### src/rtl/change_dispenser.sv
// Greedy coin payout (200/100/50/20/10) over a valid/ack hopper handshake.
// Optional per-denomination stock counters are built when COIN_STOCK_EN is defined.
module change_dispenser #(
    parameter int AMOUNT_W    = 16,
    parameter int ACK_TIMEOUT = 50,
    parameter int STOCK_W     = 8,
    parameter int STOCK_INIT  = 8
) (
    input  logic                clk,
    input  logic                rst,
    input  logic [AMOUNT_W-1:0] change_in,
    input  logic                change_valid,
    input  logic                coin_ack,
    input  logic                refill,
    output logic [AMOUNT_W-1:0] coin_out,
    output logic                coin_valid,
    output logic                busy,
    output logic                done,
    output logic                error,
    output logic [AMOUNT_W-1:0] remaining_out
);

    localparam int TIMER_W = (ACK_TIMEOUT > 1) ? $clog2(ACK_TIMEOUT) : 1;
    localparam logic [TIMER_W-1:0] TIMER_LAST = TIMER_W'(ACK_TIMEOUT - 1);
    localparam logic [2:0] NO_DENOM = 3'd5;

    typedef enum logic [2:0] {
        S_IDLE   = 3'd0,
        S_SELECT = 3'd1,
        S_EJECT  = 3'd2,
        S_DONE   = 3'd3,
        S_ERR    = 3'd4
    } state_t;

    state_t              state;
    state_t              state_next;
    logic [AMOUNT_W-1:0] rem;
    logic [TIMER_W-1:0]  timer;
    logic [4:0]          avail;
    logic [2:0]          sel_idx;

    // Index 0 is the largest denomination.
    function automatic logic [AMOUNT_W-1:0] denom_value(input logic [2:0] idx);
        case (idx)
            3'd0:    return AMOUNT_W'(200);
            3'd1:    return AMOUNT_W'(100);
            3'd2:    return AMOUNT_W'(50);
            3'd3:    return AMOUNT_W'(20);
            3'd4:    return AMOUNT_W'(10);
            default: return {AMOUNT_W{1'b0}};
        endcase
    endfunction

    // Scanning smallest to largest leaves the largest fitting, available coin.
    function automatic logic [2:0] pick_denom(input logic [AMOUNT_W-1:0] amount,
                                              input logic [4:0]          ok);
        logic [2:0] idx;
        idx = NO_DENOM;
        for (int i = 4; i >= 0; i--) begin
            if (ok[i] && (denom_value(3'(i)) <= amount)) begin
                idx = 3'(i);
            end else begin
                idx = idx;
            end
        end
        return idx;
    endfunction

`ifdef COIN_STOCK_EN
    logic [2:0]               cur_idx;
    logic [4:0][STOCK_W-1:0]  stock;

    // Stock counters; a refill overrides a same-cycle decrement.
    always_ff @(posedge clk or posedge rst) begin
        if (rst) begin
            cur_idx <= 3'd0;
            stock   <= {5{STOCK_W'(STOCK_INIT)}};
        end else begin
            if (state == S_SELECT) begin
                cur_idx <= sel_idx;
            end else begin
                cur_idx <= cur_idx;
            end
            if (refill) begin
                stock <= {5{STOCK_W'(STOCK_INIT)}};
            end else if ((state == S_EJECT) && coin_ack) begin
                stock[cur_idx] <= stock[cur_idx] - STOCK_W'(1);
            end else begin
                stock <= stock;
            end
        end
    end

    // A denomination is selectable only while it has coins left.
    always_comb begin
        avail = 5'b00000;
        for (int i = 0; i < 5; i++) begin
            avail[i] = (stock[i] != {STOCK_W{1'b0}});
        end
    end
`else
    logic unused_refill;

    // Unlimited stock: every denomination is always selectable.
    always_comb begin
        avail = 5'b11111;
    end
    assign unused_refill = refill;
`endif

    // State register.
    always_ff @(posedge clk or posedge rst) begin
        if (rst) begin
            state <= S_IDLE;
        end else begin
            state <= state_next;
        end
    end

    // Next-state logic; an ack in the timeout cycle still counts the coin.
    always_comb begin
        state_next = state;
        sel_idx    = pick_denom(rem, avail);
        case (state)
            S_IDLE: begin
                if (change_valid) begin
                    state_next = S_SELECT;
                end else begin
                    state_next = S_IDLE;
                end
            end
            S_SELECT: begin
                if (rem == {AMOUNT_W{1'b0}}) begin
                    state_next = S_DONE;
                end else if (sel_idx != NO_DENOM) begin
                    state_next = S_EJECT;
                end else begin
                    state_next = S_ERR;
                end
            end
            S_EJECT: begin
                if (coin_ack) begin
                    state_next = S_SELECT;
                end else if (timer == TIMER_LAST) begin
                    state_next = S_ERR;
                end else begin
                    state_next = S_EJECT;
                end
            end
            S_DONE:  state_next = S_IDLE;
            S_ERR:   state_next = S_IDLE;
            default: state_next = S_IDLE;
        endcase
    end

    // Datapath and registered outputs.
    always_ff @(posedge clk or posedge rst) begin
        if (rst) begin
            rem           <= {AMOUNT_W{1'b0}};
            timer         <= {TIMER_W{1'b0}};
            coin_out      <= {AMOUNT_W{1'b0}};
            coin_valid    <= 1'b0;
            busy          <= 1'b0;
            done          <= 1'b0;
            error         <= 1'b0;
            remaining_out <= {AMOUNT_W{1'b0}};
        end else begin
            busy  <= (state_next != S_IDLE);
            done  <= (state == S_DONE);
            error <= (state == S_ERR);
            case (state)
                S_IDLE: begin
                    if (change_valid) begin
                        rem           <= change_in;
                        remaining_out <= {AMOUNT_W{1'b0}};
                    end else begin
                        rem <= rem;
                    end
                end
                S_SELECT: begin
                    if ((rem != {AMOUNT_W{1'b0}}) && (sel_idx != NO_DENOM)) begin
                        coin_out   <= denom_value(sel_idx);
                        coin_valid <= 1'b1;
                        timer      <= {TIMER_W{1'b0}};
                    end else begin
                        coin_valid <= 1'b0;
                    end
                end
                S_EJECT: begin
                    if (coin_ack) begin
                        rem        <= rem - coin_out;
                        coin_out   <= {AMOUNT_W{1'b0}};
                        coin_valid <= 1'b0;
                    end else if (timer == TIMER_LAST) begin
                        coin_out   <= {AMOUNT_W{1'b0}};
                        coin_valid <= 1'b0;
                    end else begin
                        timer <= timer + TIMER_W'(1);
                    end
                end
                S_ERR: begin
                    remaining_out <= rem;
                end
                default: begin
                    coin_valid <= 1'b0;
                end
            endcase
        end
    end

endmodule

### config.mk
export PLATFORM = sky130hd
export DESIGN_NAME = change_dispenser
export DESIGN_NICKNAME = d
export VERILOG_FILES = /design/src/rtl/change_dispenser.sv
export SDC_FILE = /design/constraint.sdc
export NUM_CORES = 1
export LEC_CHECK = 0
export CAP_MARGIN = 20
export CORE_ASPECT_RATIO = 1.25
export CORE_UTILIZATION = 25
export CTS_BUF_LIST = sky130_fd_sc_hd__clkbuf_16
export DETAILED_ROUTE_END_ITERATION = 8
export SETUP_SLACK_MARGIN = 0.4
export SLEW_MARGIN = 5
export SYNTH_ARGS = -nofsm -noshare
export SYNTH_HDL_FRONTEND = slang
export SYNTH_SLANG_ARGS = --single-unit
### constraint.sdc
create_clock -name clk -period 2.35 [get_ports clk]
set_input_delay 0.235 -clock clk [delete_from_list [all_inputs] [get_ports clk]]
set_output_delay 0.235 -clock clk [all_outputs]
set_load 0.01 [all_outputs]
* Yosys cells after proc, flatten, opt, wreduce, memory -nomap -nowiden
Cells that the tools add are included.
Word-level totals: register bits 61, input port bits 21, output and inout port bits 36, logic and storage cells 77
Operators by class: add/subtract/negate cells 2, $lt $le $gt $ge 5, equality and inequality tests 16, mux-type cells 29, bitwise logic cells 1, reduce and logical (&&, ||, !) cells 15
Operators by type and width (number):
- 2-to-1 mux 16 bit | 6
- case mux 16 bit (2 select lines) | 3
- case mux 8 bit (5 select lines) | 1
- 2-to-1 mux 3 bit | 8
- 2-to-1 mux 6 bit | 3
- <= comparator 4 x 16 -> 1 bit (first input constant) | 1
- <= comparator 5 x 16 -> 1 bit (first input constant) | 1
- <= comparator 6 x 16 -> 1 bit (first input constant) | 1
- <= comparator 7 x 16 -> 1 bit (first input constant) | 1
- <= comparator 8 x 16 -> 1 bit (first input constant) | 1
- logical NOT 16 bit | 1
- nonzero test 16 bit | 1
- subtractor 16 bit | 1
- equality test 3 x 2 -> 1 bit (second input constant) | 4
- case mux 6 bit (2 select lines) | 1
- inequality test 2 bit (second input constant) | 5
- case mux 3 bit (3 select lines) | 1
- adder 6 x 1 -> 6 bit (second input constant) | 1
- equality test 3 x 1 -> 1 bit (second input constant) | 2
- equality test 3 bit (second input constant) | 2
- equality test 6 bit (second input constant) | 1
- logical NOT 3 bit | 2
- inequality test 3 bit (second input constant) | 2
- AND reduction 3 bit | 2
- other kinds (9) | 16

* Logic depth before layout (Yosys ltp)
depth after elaboration 11, mapped depth 8

* Worst setup path after synthesis
Ideal clock, no wire load.
path type reg-to-reg, start point reg coin_out[1], end point reg rem[13], library setup time 0.126 ns, arrival 1.981 ns, path slack 0.243 ns, stages on the path, launching flop included 8, clock period less this slack 2.107 ns, path through dfrtp_1 ha_1 fa_1 nor2b_1 o31ai_1 a31oi_1 nor4_1 a311o_1
Between the ends: word-level cells in the longest chain between the ends 3
Ends and longest elaborated chain:
- start: declaration | RTL line 15 | output logic [AMOUNT_W-1:0] coin_out,
- start signal: assignment | RTL line 161 | coin_out <= {AMOUNT_W{1'b0}};
- start signal: assignment | RTL line 182 | coin_out <= denom_value(sel_idx);
- start signal: assignment | RTL line 192 | coin_out <= {AMOUNT_W{1'b0}};
- subtractor 16 bit | RTL line 191 | rem <= rem - coin_out;
- 2-to-1 mux 16 bit | RTL line 190 | if (coin_ack) begin
- case mux 16 bit (2 select lines) | RTL line 171 | case (state)
- end signal: assignment | RTL line 174 | rem <= change_in;
- end signal: assignment | RTL line 177 | rem <= rem;
- end signal: assignment | RTL line 191
- end: declaration | RTL line 37 | logic [AMOUNT_W-1:0] rem;
No other way between the ends. The select of a mux whose other input is x is not followed. A chain may end at the register's enable or synchronous reset.

* Worst setup path after layout
start point reg rem[1], end point reg rem[11]
Between the ends: word-level cells in the longest chain between the ends 3
Ends and longest elaborated chain:
- start signal: assignment | RTL line 159 | rem <= {AMOUNT_W{1'b0}};
- start signal: assignment | RTL line 174
- start signal: assignment | RTL line 177
- subtractor 16 bit | RTL line 191
- 2-to-1 mux 16 bit | RTL line 190
- case mux 16 bit (2 select lines) | RTL line 171
No other way between the ends. The select of a mux whose other input is x is not followed.

==> flow_summary.yaml <==
outcome:
  status: "finished, final reports clean"
pwr:
  p_switching_mw: 1.964
  p_clk_frac: 0.156
  p_leak_nw: 1.620
  power_density_nw_per_um2: 1164
  ir_drop_v: 0.0003998
  p_comb_frac: 0.537
  p_int_mw: 2.635
  sw_frac_of_total: 0.4271
  power_frac_seq: 0.307
critical_path:
  cp.arrival_ns: 2.18
  crit_buf_inv: 2
  slowest_stage: "dfrtp_1"
  crit_family: "compound AO/OA/AOI/OAI gates"
  worstSetupPathType: "reg -> reg"
  r2r_slack_ns: 0.36
  crit_fanout: 4
  endpoint_kind: "flip-flop"
  crit_required_ns: 2.54
  cp_slowest_stage_delay_ns: 0.39
  ff2ff_path_depth: 8
  r2r-start: "rem[1]"
  startpoint_type: "flip-flop"
  crit_chain: "inv_2 > ha_4 > fa_2 > nor2b_4 > o31ai_4 > a31oi_4 > buf_4 > a311o_1"
  rr_endpoint: "rem[11]"
  critical_path.startpoint: "rem[1]"
placed_design:
  hpwl_um: 5589
  globalplace.congestion: 0.8366
  dp.cells: 486
  portBuffers: 46
routing:
  viasPerCell: 5.171
  drtPass1Iterations: 7
  drt_wl_total_um: 7905
  wl_per_cell_um: 15.75
  ant_nets: 0
  drt-initial-drc-count: 221
  drc: 0
  vias: 2596
timing:
  rsz0062_at_grt: "yes"
  final_hold_viol_count: 0
  post-route-period-util: 0.8465
  max_freq_mhz: 502.7
  skew_ns: 0.006356
  maxSlewHeadroom: 0.5327
  fin_tns_setup_ns: 0
  min_period_ns: 1.989
  setup_viol: 0
  maxSlewViolCount: 0
  worst_slew_pin_slew_ns: 0.6964
synth:
  async_reset_ff_frac: 1.000
  synth_ff_type: "dfrtp_1"
  ys_seq_elements: 52
  netlist_instances: 301
  yosys_warnings: 0
  ys_seq_area_frac: 0.4504
  synth_edf_count: 0
  synth_area_um2: 2889
  synthDistinctLibCells: 56
  synth_area_per_cell_um2: 9.598
clock_network:
  clock-root-buffer: "clkbuf_16"
  cts-hold-fix-buffers: 0
  cts.clk_slew.worst_paths_ns: 0.07
  tritoncts: "done"
  cts_buffers: 5
  clock_sinks: 52
  insertion_delay_ns: 0.30
  htreeDepth: 2
  cts_buffer_depth: 2
floorplan:
  die_w_um: 98.15
  die_y_um: 122.2
  ios: 57
  rows: 43
  initial_core_util: 0.2582
  dieArea_um2: 11990
  core_um2: 11190
finish:
  antenna_cells: 0
  finalNonFillerCells: 502
  nets: 397
  drive_gt1_frac: 0.1744
  synthToLayoutAreaGrowth_pct: 36.73
run:
  max-cap-violations: 0
grt:
  gr-total-overflow: 0
  track_usage: 0.1353
  antenna_found_initial: 0
  grt_pass1_vias: 2468
  grt_max_degree: 53
  grt_pass1_wl_um: 12580
min_path:
  hold_path.class: "in -> async"
-- metal layers --
metal / vias to the layer above / part of all wire / GRT usage
li1: 1236 / - / -
met1: 1306 / 0.43 / 0.1627
met2: 45 / 0.52 / 0.2328
met3: 9 / 0.028 / 0.02697
met4: 0 / 0.018 / 0.06343
met5: - / 0 / 0
-- cells by family (layout without fill, tap and decap cells) --
logic type | after synthesis | after routing | share of synthesized area
buf+inv | 33 | 91 | 0.05587
other cells | 1 | 9 | 0.001298
compound gates | 82 | 82 | 0.2126
xor+xnor | 4 | 4 | 0.01213
fa+ha+maj | 10 | 10 | 0.04591
mux | 3 | 3 | 0.01083
flops | 52 | 52 | 0.4504
simple gates | 116 | 116 | 0.2109
-- how the worst max path moves through the flow --
stage / to / depth (start not counted)
floorplan: rem[13] / 8
global placement: rem[12] / 7
detailed placement: rem[12] / 7
CTS: rem[10] / 7
global route: rem[11] / 8
finish: rem[11] / 8
-- worst register-to-register path, stage by stage (launching register included) --
cell	delay (ns)
dfrtp_1	0.39
inv_2	0.08
ha_4	0.14
fa_2	0.23
nor2b_4	0.05
o31ai_4	0.32
a31oi_4	0.17
buf_4	0.17
a311o_1	0.33
-- stage by stage --
| step | utilization | worst slack, ns | area, um2 | hold WS (ns) | power [mW] |
|---|---|---|---|---|---|
| after floorplan | - | 0.4030 | 2947 | 0.3638 | 2.706 |
| after global placement | 0.3210 | 0.2383 | 3592 | 0.4888 | 3.397 |
| after detailed placement | 0.3220 | 0.2448 | 3603 | 0.4892 | 3.457 |
| after CTS | 0.3406 | 0.3839 | 3811 | 0.4682 | 4.337 |
| after global routing | 0.3530 | 0.2977 | 3950 | 0.4942 | 4.931 |
| final | 0.3530 | 0.3608 | 3950 | 0.4298 | 4.599 |
-- cell usage after synthesis (2+ instances only) --
cell / count / area share
dfrtp_1: 52 / 0.45
nand2_1: 21 / 0.027
nand4_1: 6 / 0.013
a211oi_1: 6 / 0.016
ha_1: 9 / 0.039
nand3b_1: 4 / 0.010
clkbuf_1: 11 / 0.014
and3_1: 2 / 0.0043
a22o_1: 20 / 0.061
nor3b_1: 2 / 0.0052
or3b_1: 2 / 0.0061
nand3_1: 23 / 0.040
nor2b_1: 3 / 0.0065
buf_2: 2 / 0.0035
a31oi_1: 4 / 0.0087
o311ai_0: 4 / 0.012
o21ai_0: 15 / 0.026
and2_1: 3 / 0.0065
a21oi_1: 8 / 0.014
buf_4: 9 / 0.023
a311o_1: 3 / 0.010
nor4_1: 5 / 0.011
mux2i_1: 2 / 0.0069
or3_1: 7 / 0.015
xor2_1: 4 / 0.012
o2bb2ai_1: 2 / 0.0061
nor2_1: 22 / 0.029
nor3_1: 9 / 0.016
o21bai_1: 2 / 0.0052
o21a_1: 4 / 0.010
inv_1: 10 / 0.013
-- registers in the layout, summed over array words and instances (netlist names) --
register / count
error: 1
coin_valid: 1
coin_out: 7
remaining_out: 16
state: 3
rem: 16
timer: 6
done: 1
busy: 1
-- power groups by stage --
stage	Clock [mW]	Combinational, mW	Sequential, mW
finish	0.718	2.47	1.41
global route	0.774	2.71	1.45
CTS	0.735	2.21	1.39
detailed placement	0	2.06	1.40
global placement	0	2.01	1.39
floorplan	0	1.35	1.35
-- cells in the final DEF (no fill, tap or decap), types with 9 or more instances in the layout --
cell             count
nand3_1             23
nor2_1              21
clkdlybuf4s50_1     46
o21ai_0             13
conb_1               9
buf_4               25
dfrtp_1             51
a22o_1              20
nand2_1             21
-- cell type report --
class | count | area [um2]
fillers | 1114 | 7241
multi-input cells | 224 | 1632
flip-flops and latches | 52 | 1303
repair buffers | 73 | 670.6
well taps | 135 | 168.9
clock buffers | 5 | 125.1
inverters | 10 | 37.54
clock inverters | 3 | 13.76
-- what timing repair did --
item / CTS / global route
resized for setup: 8 / 22
pin swaps: 2 / 12
setup endpoints to repair: 15 / 21
buffers inserted: 3 / 5
Power figures use the tool's default switching activity.
